`config.mk`:
```
export PLATFORM = sky130hd
export DESIGN_NAME = cache_refill_ctrl
export DESIGN_NICKNAME = d
export VERILOG_FILES = /design/src/rtl/cache_refill_ctrl.sv
export SDC_FILE = /design/constraint.sdc
export NUM_CORES = 1
export LEC_CHECK = 0
export CORE_AREA = 2 2 495 497
export DETAILED_ROUTE_END_ITERATION = 12
export DIE_AREA = 0 0 497 499
export SYNTH_ARGS = -nofsm -noshare
export SYNTH_HDL_FRONTEND = slang
export SYNTH_SLANG_ARGS = --single-unit
export TNS_END_PERCENT = 1
```
`constraint.sdc`:
```
create_clock -name clk -period 2.9 [get_ports clk]
set_input_delay 0.58 -clock clk [delete_from_list [all_inputs] [get_ports clk]]
set_output_delay 0.58 -clock clk [all_outputs]
set_load 0.005 [all_outputs]
```
`src/rtl/cache_refill_ctrl.sv`:
```
// cache_refill_ctrl
//   Cache-miss line refill controller sitting directly upstream of the line
//   data RAM. It accepts one miss at a time and fetches the line from memory
//   as BEATS = LINE_W/BEAT_W read beats, assembling them LSB-beat first. It
//   then writes the assembled line into the line RAM with a single-cycle
//   ram_wen pulse.
//
// Optional feature macro: CACHE_WB_EN
//   defined   : a dirty victim line is written back (one write burst) before
//               the refill read burst is issued.
//   undefined : no writeback states, victim_* and mem_wready are ignored, and
//               mem_req_we / mem_wvalid / mem_wdata are tied to zero.
//
// Ports
//   clk, rstn         clock (rising edge), asynchronous active-low reset
//   miss_valid/ready  miss handshake; ready is high only while idle
//   miss_addr/index   line address to fetch, line RAM entry to fill
//   victim_dirty/addr/line  victim line to write back first (CACHE_WB_EN)
//   mem_req_*         burst request: valid/ready, we (1=write), addr
//   mem_wvalid/wready/wdata  write beat channel (CACHE_WB_EN)
//   mem_rvalid/rdata/rlast   read beat channel, no backpressure
//   ram_index/wen/wdata      line RAM write port
//   refill_done       one-cycle pulse alongside ram_wen
//   rlast_err         sticky flag: mem_rlast disagreed with the beat count
module cache_refill_ctrl #(
    parameter int unsigned LINE_W = 512,
    parameter int unsigned BEAT_W = 64,
    parameter int unsigned IDX_W  = 7,
    parameter int unsigned ADDR_W = 32
) (
    input  logic              clk,
    input  logic              rstn,
    input  logic              miss_valid,
    output logic              miss_ready,
    input  logic [ADDR_W-1:0] miss_addr,
    input  logic [IDX_W-1:0]  miss_index,
    input  logic              victim_dirty,
    input  logic [ADDR_W-1:0] victim_addr,
    input  logic [LINE_W-1:0] victim_line,
    output logic              mem_req_valid,
    input  logic              mem_req_ready,
    output logic              mem_req_we,
    output logic [ADDR_W-1:0] mem_req_addr,
    output logic              mem_wvalid,
    input  logic              mem_wready,
    output logic [BEAT_W-1:0] mem_wdata,
    input  logic              mem_rvalid,
    input  logic [BEAT_W-1:0] mem_rdata,
    input  logic              mem_rlast,
    output logic [IDX_W-1:0]  ram_index,
    output logic              ram_wen,
    output logic [LINE_W-1:0] ram_wdata,
    output logic              refill_done,
    output logic              rlast_err
);

    localparam int unsigned BEATS = LINE_W / BEAT_W;
    localparam int unsigned CNT_W = $clog2(BEATS);
    localparam int unsigned OFF_W = $clog2(LINE_W);
    localparam logic [CNT_W-1:0] LAST_BEAT = CNT_W'(BEATS - 1);

    typedef enum logic [2:0] {
        IDLE,
`ifdef CACHE_WB_EN
        WB_REQ,
        WB_DATA,
`endif
        RF_REQ,
        RF_DATA,
        FILL
    } state_t;

    state_t            state;
    logic [CNT_W-1:0]  cnt;
    logic [LINE_W-1:0] line_buf;
    logic [ADDR_W-1:0] line_addr;
    logic [IDX_W-1:0]  line_index;
    logic [OFF_W-1:0]  beat_off;
    logic              last_beat;

    // Bit offset of the current beat inside the line.
    assign beat_off  = OFF_W'(cnt) * OFF_W'(BEAT_W);
    assign last_beat = (cnt == LAST_BEAT);

    assign ram_index = line_index;
    assign ram_wdata = line_buf;

`ifdef CACHE_WB_EN
    logic [LINE_W-1:0] wb_line;

    assign mem_wdata = wb_line[beat_off +: BEAT_W];
`else
    logic unused_wb;

    assign mem_req_we = 1'b0;
    assign mem_wvalid = 1'b0;
    assign mem_wdata  = '0;
    assign unused_wb  = ^{victim_dirty, victim_addr, victim_line, mem_wready};
`endif

    always_ff @(posedge clk or negedge rstn) begin
        if (!rstn) begin
            state         <= IDLE;
            cnt           <= '0;
            line_buf      <= '0;
            line_addr     <= '0;
            line_index    <= '0;
            miss_ready    <= 1'b1;
            mem_req_valid <= 1'b0;
            mem_req_addr  <= '0;
            ram_wen       <= 1'b0;
            refill_done   <= 1'b0;
            rlast_err     <= 1'b0;
`ifdef CACHE_WB_EN
            wb_line       <= '0;
            mem_req_we    <= 1'b0;
            mem_wvalid    <= 1'b0;
`endif
        end else begin
            ram_wen     <= 1'b0;
            refill_done <= 1'b0;

            case (state)
                IDLE: begin
                    if (miss_valid) begin
                        line_addr     <= miss_addr;
                        line_index    <= miss_index;
                        miss_ready    <= 1'b0;
                        mem_req_valid <= 1'b1;
                        cnt           <= '0;
`ifdef CACHE_WB_EN
                        wb_line <= victim_line;
                        if (victim_dirty) begin
                            state        <= WB_REQ;
                            mem_req_we   <= 1'b1;
                            mem_req_addr <= victim_addr;
                        end else begin
                            state        <= RF_REQ;
                            mem_req_addr <= miss_addr;
                        end
`else
                        state        <= RF_REQ;
                        mem_req_addr <= miss_addr;
`endif
                    end
                end

`ifdef CACHE_WB_EN
                WB_REQ: begin
                    if (mem_req_ready) begin
                        mem_req_valid <= 1'b0;
                        mem_req_we    <= 1'b0;
                        mem_wvalid    <= 1'b1;
                        cnt           <= '0;
                        state         <= WB_DATA;
                    end
                end

                // mem_wvalid is held high for the whole state, so wready alone
                // marks a completed beat.
                WB_DATA: begin
                    if (mem_wready) begin
                        if (last_beat) begin
                            mem_wvalid    <= 1'b0;
                            cnt           <= '0;
                            mem_req_valid <= 1'b1;
                            mem_req_addr  <= line_addr;
                            state         <= RF_REQ;
                        end else begin
                            cnt <= cnt + 1'b1;
                        end
                    end
                end
`endif

                RF_REQ: begin
                    if (mem_req_ready) begin
                        mem_req_valid <= 1'b0;
                        cnt           <= '0;
                        state         <= RF_DATA;
                    end
                end

                // Completion is decided by the beat count; rlast is only
                // cross-checked against it.
                RF_DATA: begin
                    if (mem_rvalid) begin
                        line_buf[beat_off +: BEAT_W] <= mem_rdata;
                        if (mem_rlast != last_beat) begin
                            rlast_err <= 1'b1;
                        end
                        if (last_beat) begin
                            cnt         <= '0;
                            ram_wen     <= 1'b1;
                            refill_done <= 1'b1;
                            state       <= FILL;
                        end else begin
                            cnt <= cnt + 1'b1;
                        end
                    end
                end

                FILL: begin
                    miss_ready <= 1'b1;
                    state      <= IDLE;
                end

                default: begin
                    miss_ready    <= 1'b1;
                    mem_req_valid <= 1'b0;
                    state         <= IDLE;
                end
            endcase
        end
    end

endmodule

```
==> results.md, run 1 <==
- Outcome: finished, final reports clean
- Max Clk Rate: 360.0 MHz
- Clock sink total: 560
- Unrepaired setup endpoints after global routing: false
- Critical-path cell list: inv_1, ha_2, ha_2, nand2b_1, nor4b_4, buf_4, buf_12, mux2_2
- DIE AREA: 248000 sq um
- Commonest cells after routing, fill and taps aside: clkdlybuf4s50_1 (662), dfrtp_1 (558), mux2_2 (492)
- IO Count: 1277
- Critical Path AT: 3280 ps
- Final #Nets: 2940
- Origin of the critical flop-to-flop path: cnt[1]
- Post-Synth XOR/XNOR Area: 0.03834%
- Placed inst area: 33840 sq um
- Post-synthesis sequential area ratio: 61.35%
- P_leak: 15.42 nW
- Initial DRT Pass Iterations: 4
- TritonCTS buffer count: 68
- Top_reg_cell synth: dfrtp_1
- Setup Viol. Count Final: 0
- Startpoint Class: flip-flop
- Peak supply drop: 0.0005285 V
- Mux contribution to synthesized area: 25.89%
- R2r endpoint: ram_wdata[280]
- Setup Crit Path Kind: reg -> reg
- Hold Path Class: reg -> reg
- Layout cell share with drive strength beyond 1: 30.15%
- Vias in the first global route: 16650
- Post-synthesis cell type count: 37
- Crit end category: flip-flop
- WHS Endpoint: ram_wdata[187]
- Die Span Y: 499 microns
- Congestion Overflow GR: 0
- Clock root cell: clkbuf_16
- Area grow syn2layout: 58.20%
- Register area: 14020 sq um
- Clk buf depth: 3
- H-tree depth: 3
- Slowest Stage Delay on Critical Path: 480 ps
- CTS tree: built
- Reg clk slew, reported paths: 60 ps
- Routed len/inst: 17.05 microns
- Synth async-reset ratio: 100.0%
- Critical Path Slowest Stage Cell: dfrtp_1
- Reg2reg path depth: 8
- Area contributors post-synth: dfrtp_1 (61%), mux2_2 (24%), and2_1 (3.9%)
- CP bufs+invs: 3
- Commonest non-fill, non-tap cell in the layout: clkdlybuf4s50_1
- Mapped Area: 22850 sq um
- Hold Crit Depth: 1
- Area leader, netlist: dfrtp_1
- Final wirelength: 94510 microns
- Post-synth EDFFs: 0
- Final Max Tran Viols: 0
- Cells after Synth: 1543
- Yosys top cell area share: 61.23%
- Cell area after layout: 36140 sq um
- Max-Cap Viols: 0
- Initial antenna violation count: 24
- Worst hold margin: 480.8 ps
- Total global-route track usage: 7.442%
- Largest net degree at the start of global routing: 84
- Setup slack, reg-to-reg: 120 ps
- Final hold violation count: 0
- Routed Antenna Nets: 0
- Post-route DRC: 0
- Mean Syn Cell Area: 14.81 sq um
- Initial drt markers: 645
- Worst Min Path Start: ram_wdata[187]
- Pwr per Cell Area: 617.7 nW/um^2
- Flops & latches, synth: 560
- Final Critical Period: 2777 ps
- Post-Synth Adder-Cell Area: 0.6024%
- Pwr Total: 22.32 mW
- Slew HR: 56.79%
- Gpl congestion: 0.7804
- CP max FO: 20
- Synth Area in Simple Gates: 6.123%
- Die Wd: 497 microns
- Worst EP required: 3400 ps
- DP Wirelength: 72130 microns
- Final Skew: 32.85 ps
- Via/cell ratio: 2.781
- Core box area: 242500 sq um
- PortBufs: 664
- Starting Density: 9.419%
- Main combinational cell family by area after synthesis: multiplexers
- Vias: 15420
- Worst-Margin Slew: 646.1 ps
- Compound-Gate Fraction of Synth Area: 1.221%
- Final period util: 95.77%
- Yosys Warn Count: 0
- Clock latency on the worst-skew pair: 670 ps
- Delay-heaviest family, CP: adder cells
- Area of the multi-input gates: 8064 sq um
- Rows: 181
- First-pass GRT wire length: 131300 microns
- Crit path top cell by count: ha_2
- FILL cells: 26770
## logic make-up (layout without fill, tap and decap cells)
kind of cell               count (synthesis)  in the layout
DFF                                      560            560
muxes                                    528            528
and+or+nand+nor                          227            227
buffers and inverters                    182            899
AOI/OAI and AO/OA                         33             33
adders and majority gates                 11             11
other                                      1             82
xor gates and xnor gates                   1              1
## Yosys cell counts, drive strengths merged, types with 4 or more instances
cell and number:
dfrtp 559, mux2 503, and2 142, buf 125, inv 31, nand2 30
a22o 27, and3 26, clkbuf 26, mux2i 25, ha 11, nor2b 5
nor4b 5, nor2 4, nor3 4
## where the power goes
| group | total, mW | switching, mW | internal [mW] |
|---|---|---|---|
| Sequential | 9.14 | 0.469 | 8.67 |
| Clock | 8.56 | 3.52 | 5.04 |
| Combinational | 4.63 | 1.98 | 2.65 |
| Total | 22.3 | 5.97 | 16.4 |
## how the worst max path moves through the flow
stage                      to        from  depth (start not counted)  slack [ps]
2_1_floorplan  ram_wdata[246]      cnt[0]                          9         280
3_3_place_gp   ram_wdata[286]  mem_rvalid                          6         -80
3_5_place_dp   ram_wdata[280]  mem_rvalid                          6        -100
4_1_cts        ram_wdata[280]      cnt[1]                          8          30
5_1_grt        ram_wdata[280]      cnt[1]                          8          30
6_report       ram_wdata[280]      cnt[1]                          8         120
## registers in the layout (all words and copies together) (netlist names)
register / flops
cnt: 3
mem_req_addr: 32
mem_req_valid: 1
miss_ready: 1
ram_index: 7
ram_wdata: 512
refill_done: 1
rlast_err: 1
state: 2
## worst register-to-register path, stage by stage, from the launching register on
cell and delay, ps:
dfrtp_1 480, inv_1 110, ha_2 200, ha_2 430, nand2b_1 120, nor4b_4 420
buf_4 250, buf_12 200, mux2_2 430
## per-stage QoR
stage / util (%) / cells / setup slack [ps] / setup TNS, ps
4_1_cts: 14.88 / 5527 / 33.56 / 0
3_3_place_gp: 13.95 / 5405 / -80.18 / -3084
2_1_floorplan: - / 1608 / 278.6 / 0
5_1_grt: 14.89 / 5531 / 28.43 / 0
3_5_place_dp: 13.95 / 5405 / -101.3 / -3144
6_report: 14.90 / 5543 / 122.6 / 0
## layer usage
metal | global-route usage [%] | wire length (microns) | vias to the layer above
met3 | 2.039 | 5901 | 121
met4 | 2.744 | 3243 | 0
met2 | 13.51 | 49110 | 583
met5 | 0 | 0 | -
li1 | - | - | 6666
met1 | 8.230 | 36260 | 8047
## area by class of cell
class,instances,share of cell area [%]
repair buffers,747,21.20
inverters,31,0.3220
multi-input cells,866,22.31
clock buffers,96,5.456
diodes,16,0.1108
well taps,3202,11.09
flip-flops and latches,560,38.78
clock inverters,25,0.7305
## what timing repair did
item                                    in CTS  in global routing
gates resized for setup                      1                  1
hold buffers                                 1                  0
hold endpoints to repair                    31                  0
cloned                                       0                  0
endpoints found under the setup margin      45                 25
setup buffers                                0                  0
No activity file was read; power rests on OpenSTA's default activity.
==> run 2, diff against run 1 <==
GPL_TIMING_DRIVEN = 0   (was default)
SLEW_MARGIN = 10   (was default)
==> results.md, run 2 (synthesized netlist as in run 1, its figures left out) <==
- Vias: 15700
- Setup slack, reg-to-reg: 90 ps
- Initial drt markers: 687
- Routed len/inst: 17.96 microns
- Pwr per Cell Area: 617.0 nW/um^2
- Worst EP required: 3480 ps
- Clock root cell: clkbuf_16
- Gpl congestion: 0.7765
- Peak supply drop: 0.0004830 V
- Clock latency on the worst-skew pair: 690 ps
- Commonest non-fill, non-tap cell in the layout: clkdlybuf4s50_1
- Setup Viol. Count Final: 0
- Congestion Overflow GR: 0
- NetSw: 6.368 mW
- Max Clk Rate: 356.4 MHz
- Setup Crit Path Kind: reg -> reg
- Power share of the sequential group: 40.2%
- Via/cell ratio: 2.791
- PortBufs: 664
- Critical path startpoint: cnt[0]
- FILL cells: 26770
- Initial DRT Pass Iterations: 4
- Final #Nets: 3030
- Slew HR: 33.10%
- Layout cell share with drive strength beyond 1: 32.48%
- Vias in the first global route: 16740
- Starting Density: 9.419%
- DP Wirelength: 78710 microns
- Final period util: 96.76%
- Worst Setup Slack, final: 93.99 ps
- Final Critical Period: 2806 ps
- Final Max Tran Viols: 0
- Final wirelength: 101000 microns
- Startpoint Class: flip-flop
- Die Span Y: 499 microns
- Worst hold margin: 375.7 ps
- Post-route DRC: 0
- R2r endpoint: ram_wdata[112]
- First-pass GRT wire length: 136400 microns
- Worst-Margin Slew: 1004 ps
- Sw Ratio: 28.03%
- Die Wd: 497 microns
- Internal power: 16.35 mW
- Clock sink total: 560
- H-tree depth: 3
- Placed inst area: 33960 sq um
- IO Count: 1277
- Commonest cells after routing, fill and taps aside: clkdlybuf4s50_1 (663), dfrtp_1 (558), mux2_2 (492)
- Area grow syn2layout: 61.20%
- Total global-route track usage: 7.924%
- Clock share of power: 38.9%
- Critical Path Sink: ram_wdata[112]
- TritonCTS buffer count: 70
- Crit end category: flip-flop
- Outcome: finished, final reports clean
- Number of flip-flops in the largest register: 512
- Largest net degree at the start of global routing: 114
- Comb pwr share: 20.8%
- Area of the multi-input gates: 8056 sq um
- Clk buf depth: 3
- Hold Path Class: in -> async
- Initial antenna violation count: 25
- DIE AREA: 248000 sq um
- Register area: 14020 sq um
- Core box area: 242500 sq um
- Cell area after layout: 36830 sq um
- Pwr Total: 22.72 mW
- Worst Setup Slack post-DPL: -2505 ps
- Origin of the critical flop-to-flop path: cnt[0]
- Routed Antenna Nets: 0
- CTS tree: built
- Reg2reg path depth: 9
- Final hold violation count: 0
- Rows: 181
- P_leak: 15.90 nW
- CP max FO: 10
- Final Skew: 39.55 ps
- Reg clk slew, reported paths: 60 ps
- Critical Path AT: 3380 ps
- Max-Cap Viols: 0
-- run 2: cell count changes in the layout (fill, tap and decap cells not counted), moves of 10 or more --
cell      before  now
buf_4         52   91
buf_6          0   12
clkbuf_1      16   27
buf_2          0   17
buf_12        31    9
diode_2       16    6
-- run 2: worst min path at each step --
stage	from	endpoint	slack, ps
2_1_floorplan	rstn	cnt[0]	280
3_3_place_gp	ram_wdata[155]	ram_wdata[155]	470
3_5_place_dp	ram_wdata[188]	ram_wdata[188]	470
4_1_cts	rstn	ram_wdata[120]	360
5_1_grt	rstn	ram_wdata[439]	400
6_report	rstn	ram_wdata[439]	380
-- run 2: repair_timing --
action	CTS	global route
endpoints found under the hold margin	77	0
setup endpoints to repair	513	376
gates resized for setup	100	3
buffers inserted	8	3
hold buffers	1	0
pin swaps	4	0
-- run 2: layer usage --
layer	up-vias	global-route usage [%]	share of wire [%]
li1	6841	-	-
met1	8096	8.531	38
met2	599	14.34	52
met3	161	2.324	6.2
met4	0	3.377	4.0
met5	-	0	0
-- run 2: layout make-up --
cell class | instances | share of cell area [%]
Clock buffer | 98 | 5.314
Buffer | 150 | 3.574
Clock inverter | 27 | 0.9920
Sequential cell | 560 | 38.06
Inverter | 31 | 0.3160
Timing Repair Buffer | 685 | 18.95
Tap cell | 3202 | 10.88
Multi-Input combinational cell | 866 | 21.88
Antenna cell | 6 | 0.04077
-- run 2: metrics by stage --
step | utilization (%) | instances | TNS, ps
after floorplan | - | 1608 | 0
after global placement | 13.91 | 5474 | -
after detailed placement | 14.00 | 5483 | -711020
after CTS | 15.16 | 5616 | -38.13
after global routing | 15.18 | 5622 | -13.11
final | 15.18 | 5625 | 0
-- run 2: power groups by stage --
stage / logic (mW) / registers [mW] / clock network (mW)
floorplan: 1.68 / 9.27 / 0
global placement: 4.64 / 9.28 / 0
detailed placement: 4.75 / 9.27 / 0
CTS: 4.86 / 9.15 / 9.20
global route: 5.12 / 9.24 / 9.48
finish: 4.73 / 9.14 / 8.84
-- run 2: critical path, stage by stage (launching register included) --
cell and delay (ps):
dfrtp_2 420, clkbuf_16 190, inv_1 100, ha_1 260, ha_4 330, nand2_1 100, nor3_4 240, buf_12 170
buf_2 450, mux2_2 390
==> run 3, diff against run 2 <==
CAP_MARGIN = 20   (was default)
==> results.md, run 3 (synthesized netlist as in run 1, its figures left out) <==
- Routed len/inst: 17.98 microns
- Critical Path Slowest Stage Cell: dfrtp_2
- Final period util: 98.24%
- Critical-path cell list: clkbuf_16, inv_1, ha_1, ha_4, nand2_1, nor3_4, buf_8, buf_8, clkbuf_4, mux2_2
- Max-Cap Viols: 0
- Worst EP required: 3460 ps
- Final Max Tran Viols: 0
- Global-route met1 utilization: 8.691%
- Area grow syn2layout: 61.00%
- Number of flip-flops in the largest register: 512
- Vias in the first global route: 16640
- NetSw: 6.261 mW
- Slew HR: 36.56%
- Cell area after layout: 36780 sq um
- Setup slack, reg-to-reg: 50 ps
- Die Wd: 497 microns
- Slowest Stage Delay on Critical Path: 390 ps
- Clock root cell: clkbuf_16
- Die Span Y: 499 microns
- Placed inst area: 34020 sq um
- R2r endpoint: ram_wdata[163]
- Final wirelength: 101000 microns
- Clock share of power: 38.8%
- Core box area: 242500 sq um
- H-tree depth: 3
- Max Clk Rate: 351.0 MHz
- Critical Path AT: 3410 ps
- Vias: 15670
- Setup Crit Path Kind: reg -> reg
- Worst-Margin Slew: 951.7 ps
- DIE AREA: 248000 sq um
- P_leak: 15.89 nW
- Gpl congestion: 0.7765
- Final Critical Period: 2849 ps
- Final Skew: 28.17 ps
- Crit end category: flip-flop
- Clock sink total: 560
- M2 GR Usage: 14.71%
- Clock latency on the worst-skew pair: 670 ps
- Post-route DRC: 0
- Peak supply drop: 0.0005244 V
- Sw Ratio: 27.51%
- Worst hold margin: 411.9 ps
- Pwr Total: 22.76 mW
- Reg clk slew, reported paths: 60 ps
- First-pass GRT wire length: 137400 microns
- CP max FO: 10
- Starting Density: 9.419%
- Routed Antenna Nets: 0
- Setup Viol. Count Final: 0
- Via/cell ratio: 2.789
- Pwr per Cell Area: 618.7 nW/um^2
- Origin of the critical flop-to-flop path: cnt[0]
- CTS tree: built
- Congestion Overflow GR: 0
- IO Count: 1277
- Reg2reg path depth: 10
- Commonest non-fill, non-tap cell in the layout: clkdlybuf4s50_1
- Worst Setup Slack post-DPL: -2527 ps
- Final #Nets: 3029
- Layout cell share with drive strength beyond 1: 32.67%
- PortBufs: 664
- TritonCTS buffer count: 69
- Grt met3 use: 2.078%
- Clk buf depth: 3
- Rows: 181
- Startpoint Class: flip-flop
- DP Wirelength: 78840 microns
- Power share of the sequential group: 40.2%
- Commonest cells after routing, fill and taps aside: clkdlybuf4s50_1 (663), dfrtp_1 (558), mux2_2 (492)
- Outcome: finished, final reports clean
- Final hold violation count: 0
- Largest net degree at the start of global routing: 114
- Total global-route track usage: 7.954%
- Initial DRT Pass Iterations: 5
- Hold Path Class: in -> async
- Busiest grt layer: met2
- Internal power: 16.50 mW
- Initial antenna violation count: 18
- Initial drt markers: 673
- Comb pwr share: 21.0%
- Worst Setup Slack, final: 51.15 ps
- Crit path top cell by count: buf_8
## run 3: cell types whose count changed in the layout (fill, tap and decap cells not counted), moves of 2 or more
cell	before	now
clkinv_16	5	1
buf_6	12	15
clkbuf_1	27	20
clkbuf_8	11	14
buf_8	8	12
bufinv_16	2	4
clkinv_8	0	2
buf_4	91	88
buf_12	9	5
inv_6	5	3
clkinvlp_4	3	5
## run 3: stage by stage
stage                     utilization [%]  cells  setup TNS (ps)
after detailed placement            14.03   5487         -671840
after global placement              13.91   5474               -
after CTS                           15.15   5613           -2482
after global routing                15.16   5616          -6.094
final                               15.16   5620               0
after floorplan                         -   1608               0
## run 3: what timing repair did
item                                    CTS  global route
hold buffers                              1             0
buffers inserted                          6             1
endpoints found under the hold margin    77             0
endpoints found under the setup margin  513           364
resized for setup                        96             3
pin swaps                                 2             0
## run 3: worst max-delay path by stage
stage                      to   start  slack, ps  cells after the start
2_1_floorplan  ram_wdata[246]  cnt[0]        280                      9
3_3_place_gp   ram_wdata[284]    rstn     -24760                      1
3_5_place_dp   ram_wdata[251]  cnt[0]      -2530                      9
4_1_cts        ram_wdata[172]  cnt[0]       -120                     10
6_report       ram_wdata[163]  cnt[0]         50                     10
5_1_grt        ram_wdata[373]  cnt[0]         -6                      8
## run 3: per-layer routing
layer,wire [microns],vias up
li1,-,6845
met1,38560,8114
met2,53660,570
met3,5563,144
met4,3256,0
met5,0,-
## run 3: area by class of cell
| cell class | count | area (sq um) |
|---|---|---|
| clock buffer | 92 | 1943 |
| multi-input combinational | 866 | 8060 |
| fill | 26780 | 205800 |
| inverter | 31 | 116.4 |
| buffer | 150 | 1277 |
| clock inverter | 28 | 350.3 |
| antenna | 6 | 15.01 |
| tap | 3202 | 4006 |
| sequential | 560 | 14020 |
| timing repair buffer | 685 | 6997 |
## run 3: worst max-delay path, delay by kind of cell, from the launching register on
| kind | cells | cell delay, ps |
|---|---|---|
| buffers and inverters | 5 | 960 |
| adders and majority gates | 2 | 600 |
| DFF | 1 | 390 |
| and+or+nand+nor | 2 | 370 |
| muxes | 1 | 350 |
## run 3: power by group through the flow
stage / clock (mW) / sequential (mW) / combinational, mW
after detailed placement: 0 / 9.28 / 4.77
after floorplan: 0 / 9.27 / 1.68
after CTS: 9.25 / 9.16 / 4.89
final: 8.83 / 9.15 / 4.78
after global routing: 9.53 / 9.24 / 5.15
after global placement: 0 / 9.28 / 4.64
==> edit 1: new RTL, flow settings as in run 1 <==
The option `CACHE_WB_EN` is turned on by a define.
--- a/src/rtl/cache_refill_ctrl.sv
+++ b/src/rtl/cache_refill_ctrl.sv
@@ -23,4 +23,6 @@
 //   refill_done       one-cycle pulse alongside ram_wen
 //   rlast_err         sticky flag: mem_rlast disagreed with the beat count
+`define CACHE_WB_EN
+
 module cache_refill_ctrl #(
     parameter int unsigned LINE_W = 512,
Check against the original RTL: not equivalent (a bounded check fails within 4 cycles, from zero or initial values and one cycle with rstn low).
==> edit 1 against run 1 <==
Via count up 100%. Cell area up 92%. Worst setup slack worse by 540 ps. Critical endpoint is now mem_wdata[44]. The flow now finishes with violations (setup timing). Sequential cell count up 547. Total power rose to 2.9 times the old value. Synthesized area up 100%. Clock skew down 4.9 ps. Largest cell class unchanged. Routed wire length up 100%. First-iteration DRC count up 120%. Core utilization up 14 points. Worst hold slack worse by 62 ps. Die area unchanged. Register-to-register slack worse by 260 ps.
==> edit 1: results (changes against run 1) <==
| Item | Value | vs run 1 |
| --- | --- | --- |
| Status | finished with violations |  |
| Failing checks | setup timing |  |
| Cell count of the worst reg-to-reg path | 12 | +4 |
| Count of filler cells inserted in the layout | 24,559 | -8.2% |
| Final critical-path setup slack | -417.9 ps | -540.5 ps |
| First-pass GRT wire length | 268,200 um | +100% |
| RePlAce Congestion | 0.8474 | +8.6% |
| Number of endpoints failing setup at the final stage | 128 | +128 |
| Master cell of the clock root buffer | clkbuf_16 |  |
| IO Port Bufs | 1,276 | +92% |
| Sequential cell area fraction in the yosys report | 0.6016 | -0.01183 |
| Most common library cells after synthesis | 1,106 x dfrtp_1, 913 x mux2_2, 233 x nand2_1 |  |
| Clock Latency Late Sink | 760 ps | +90 ps |
| Number of optimization iterations in the first detailed-route pass | 5 | +1 |
| Type of the most critical hold path | in2reg |  |
| Post-Route Setup TNS | -23,130 ps | -23,130 ps |
| DRT iter0 DRCs | 1,446 | +120% |
| Post-CTS clock slew at the launch and capture registers of the worst setup and hold paths | 70 ps |  |
| Initial antenna violation count | 74 | +210% |
| End of the worst register-to-register path | ram_wdata[184] |  |
| Share of cells above drive strength 1 | 0.3598 | +0.05831 |
| H-tree depth | 4 | +1 |
| Leading cell types by total area after synthesis | dfrtp_1 60%, mux2_2 22%, mux4_2 6.3%, mux2_1 3.7%, nand2_1 1.9% |  |
| Leakage power | 30.11 nW | +95% |
| Normalized max-slew margin | 0.4215 | -0.1464 |
| Via count of the first global-routing pass | 34,442 | +110% |
| Number of nets produced by synthesis | 3,627 |  |
| Biggest fanout along the worst timing path | 8 | -60% |
| Post-Route Skew | 27.96 ps | -4.890 ps |
| Data arrival time of the critical path | 2740 ps | -540 ps |
| Clk buf depth | 3 | unchanged |
| End point of the critical path | mem_wdata[44] |  |
| Worst slack at placement | -84.43 ps | +16.84 ps |
| Final HPWL DP | 146,000 um | +100% |
| Nets | 5,081 | +73% |
| Area post-placement | 0.06395 mm^2 | +89% |
| Global Route Usage Sum | 0.1509 | +0.07652 |
| Maximum number of pins on one net before global-route repair | 74 | -12% |
| TritonCTS Buffers | 131 | +93% |
| Number of unique standard cell types used by synthesis | 47 | +27% |
| Worst vdd rail ir drop | 0.5935 mV | +12% |
| FF-to-FF Start | cnt[0] |  |
| Final Routed Wirelength | 190,600 um | +100% |
| DR vias | 31,539 | +100% |
| Internal reg-to-reg setup slack | -140 ps | -260 ps |
edit 1: power by group:
group | internal, mW | switching [mW] | leakage (nW)
clock | 9.91 | 6.97 | 2.14
sequential | 20.6 | 3.32 | 14.2
combinational | 14.3 | 10.3 | 13.8
edit 1: layout make-up:
class | instances | share of cell area
sequential | 1107 | 0.3989
clock buffer | 177 | 0.05271
inverter | 6 | 0.0003962
multi-input combinational | 1670 | 0.2538
clock inverter | 54 | 0.009904
tap | 3202 | 0.05766
timing repair buffer | 1505 | 0.2255
antenna | 34 | 0.001225
edit 1: how the worst min path moves through the flow:
stage | cells after the start | start | end | slack [ps]
4_1_cts | 2 | victim_line[288] | wb_line[288] | 300
3_5_place_dp | 2 | mem_req_addr[11] | mem_req_addr[11] | 470
2_1_floorplan | 0 | rstn | cnt[0] | 280
5_1_grt | 2 | victim_line[288] | wb_line[288] | 350
3_3_place_gp | 1 | rlast_err | rlast_err | 460
6_report | 2 | victim_line[288] | wb_line[288] | 420
edit 1: stage by stage:
step	utilization	cells	hold WS (ps)
floorplan	-	2967	284.4
global placement	0.2637	7429	462.4
detailed placement	0.2637	7429	473.1
CTS	0.2860	7718	302.9
global route	0.2863	7739	352.5
finish	0.2865	7755	418.5
edit 1: what timing repair did:
action / in CTS / in global routing
hold buffers: 1 / 0
gates cloned: 9 / 0
resized for setup: 318 / 61
buffers inserted: 48 / 5
pin swaps: 33 / 16
setup endpoints to repair: 128 / 422
endpoints found under the hold margin: 10 / 0
edit 1: worst max-delay path, stage by stage (launching register included):
cell and delay (ps):
dfrtp_4 500, buf_8 150, buf_16 160, buf_12 160, buf_16 130, buf_4 140
mux4_2 420, nand2_2 80, nand2_2 70, buf_6 120
edit 1: cells by family after synthesis:
| logic type | after synthesis | share of synthesized area |
|---|---|---|
| AOI/OAI and AO/OA | 83 | 0.009864 |
| xor gates and xnor gates | 2 | 0.0003805 |
| adders and majority gates | 5 | 0.001359 |
| buffers and inverters | 190 | 0.02247 |
| DFF | 1107 | 0.6016 |
| muxes | 1223 | 0.3295 |
| and+or+nand+nor | 357 | 0.03478 |
edit 1: per-layer routing:
metal | up-vias | track usage | part of all wire
li1 | 13616 | - | -
met1 | 16400 | 0.1563 | 0.36
met2 | 1195 | 0.2783 | 0.53
met3 | 304 | 0.04797 | 0.072
met4 | 24 | 0.06435 | 0.043
met5 | - | 0 | 0.00082
==> edit 2: new RTL, settings of run 1 <==
Without the edit above. The 4 states of `state_t` get a one-hot encoding in 4 bits.
--- a/src/rtl/cache_refill_ctrl.sv
+++ b/src/rtl/cache_refill_ctrl.sv
@@ -60,13 +60,13 @@
     localparam logic [CNT_W-1:0] LAST_BEAT = CNT_W'(BEATS - 1);
 
-    typedef enum logic [2:0] {
-        IDLE,
+    typedef enum logic [3:0] {
+        IDLE    = 4'b0001,
 `ifdef CACHE_WB_EN
         WB_REQ,
         WB_DATA,
 `endif
-        RF_REQ,
-        RF_DATA,
-        FILL
+        RF_REQ  = 4'b0010,
+        RF_DATA = 4'b0100,
+        FILL    = 4'b1000
     } state_t;
 
Check against the original RTL: same outputs for any inputs over 4 cycles, from zero or initial values and one cycle with rstn low; so few cycles prove little.
==> edit 2 against run 1 <==
Cell area down 1.6%. Sequential power fell by 3.6%. Routed wire length is 0.69% higher. Synthesized cell count is 19% higher. Core utilization decreased by 0.24 points. Synthesized area fell by 1.7%. Critical path depth stayed put. Total power decreased by 6.9%. Combinational power fell by 38%. Worst setup slack improved by 110 ps. Sequential cell count increased by 2. Clock skew up 10 ps. First-iteration DRC count increased by 45%. Critical endpoint is now ram_wdata[299]. Highest routed layer is now met5.
==> edit 2: results (changes against run 1) <==
| Item | Value | vs run 1 |
| --- | --- | --- |
| Status | finished clean |  |
| Number of optimization iterations in the first detailed-route pass | 5 | +1 |
| Antenna cell count | 7 | -9 |
| Average detailed-routed wire length per instance | 16.46 um | -3.5% |
| Buffer share of cell area | 0.2131 | +0.001091 |
| First-pass GRT wire length | 132,700 um | +1.1% |
| Leading cell types by total area after synthesis | dfrtp_1 62%, mux2_2 11%, nand2_1 6.8%, o21ai_0 5.1%, mux2_4 4.0% |  |
| TritonCTS Buffers | 70 | +2.9% |
| Nonclk buf count | 736 | -1.5% |
| Count of filler cells inserted in the layout | 26,990 | +0.83% |
| Xor and xnor area share after synthesis | 0.0003902 | +0.000006817 |
| Transition time at the pin with the least slew margin | 933.1 ps | +287.0 ps |
| Via count of the first global-routing pass | 17,295 | +3.9% |
| Clock buffer and inverter area fraction after layout | 0.06633 | +0.004465 |
| Number of unique standard cell types used by synthesis | 43 | +16% |
| FF-to-FF Start | cnt[0] |  |
| Storage element area | 0.01407 mm^2 | +0.36% |
| Nets | 3,189 | +8.5% |
| Number of multi-input combinational cells | 1,153 | +33% |
| Combined area of the multi-input logic cells | 0.007516 mm^2 | -6.8% |
| Clock Latency Late Sink | 690 ps | +20 ps |
| Post-Route Skew | 43.08 ps | +10.23 ps |
| Type of the most critical hold path | in2async |  |
| Final HPWL DP | 71,090 um | -1.4% |
| Vias per cell | 2.892 | +4.0% |
| Synth Area in Compound Gates | 0.06433 | +0.05211 |
| Post-synthesis mux area share | 0.1540 | -0.1049 |
| RePlAce Congestion | 0.8068 | +3.4% |
| Leakage power | 14.58 nW | -5.5% |
| Global Route Usage Sum | 0.07494 | +0.0005127 |
| Share of cells above drive strength 1 | 0.1866 | -0.1149 |
| Maximum number of pins on one net before global-route repair | 95 | +13% |
| Flops & latches, synth | 562 | +0.36% |
| Worst vdd rail ir drop | 0.5661 mV | +7.1% |
| Adder and majority cell fraction of the synthesized area | 0.003902 | -0.002123 |
| Non-clock inverters | 4 | -87% |
| Most common library cells after synthesis | 560 x dfrtp_1, 408 x nand2_1, 229 x o21ai_0 |  |
| Initial antenna violation count | 22 | -8.3% |
| Sequential cell area fraction in the yosys report | 0.6266 | +0.01319 |
| DRT iter0 DRCs | 936 | +45% |
## edit 2: cell count changes in the layout (fill, tap and decap cells not counted), sizes merged, moves of 4 or more
cell    change
and3       -22
a22o       -25
mux2      -217
buf        -10
nand2     +378
ha          -4
inv        -25
o21ai     +266
diode       -9
mux2i      -24
clkinv      -5
and2       -76
## edit 2: per-stage QoR
stage	TNS, ps	std cells	setup slack [ps]	utilization	power (mW)
3_3_place_gp	-290.5	5654	-11.79	0.1366	11.81
4_1_cts	0	5772	117.3	0.1464	21.28
2_1_floorplan	0	1899	558.3	-	9.973
6_report	0	5781	234.5	0.1466	20.79
3_5_place_dp	-6110	5654	-76.96	0.1366	11.86
5_1_grt	0	5777	52.40	0.1466	21.76
## edit 2: path summary, 6_finish.rpt
path | endpoint | slack [ps]
max reg2reg | ram_wdata[299] | 230
min in group clk | ram_wdata[126] | 480
max in group asynchronous | ram_wdata[422] | 1470
min reg2reg | ram_wdata[126] | 480
min | ram_wdata[63] | 380
max | ram_wdata[299] | 230
## edit 2: metal layers
| metal | vias to the layer above | share of wire | GRT usage |
|---|---|---|---|
| li1 | 7421 | - | - |
| met1 | 8393 | 0.38 | 0.08241 |
| met2 | 723 | 0.50 | 0.1310 |
| met3 | 175 | 0.068 | 0.02322 |
| met4 | 6 | 0.045 | 0.03545 |
| met5 | - | 0.00046 | 0 |
## edit 2: power breakdown
part	switching (mW)	internal (mW)
Sequential	0.381	8.43
Combinational	1.10	1.78
Clock	3.76	5.34
## edit 2: worst max-delay path, cell delays in order (launching register included)
cell       delay (ps)
dfrtp_1           510
inv_1             100
ha_1              230
ha_1              390
nor4b_2           340
o2111ai_4         190
buf_12            170
buf_4             220
mux2_2            320
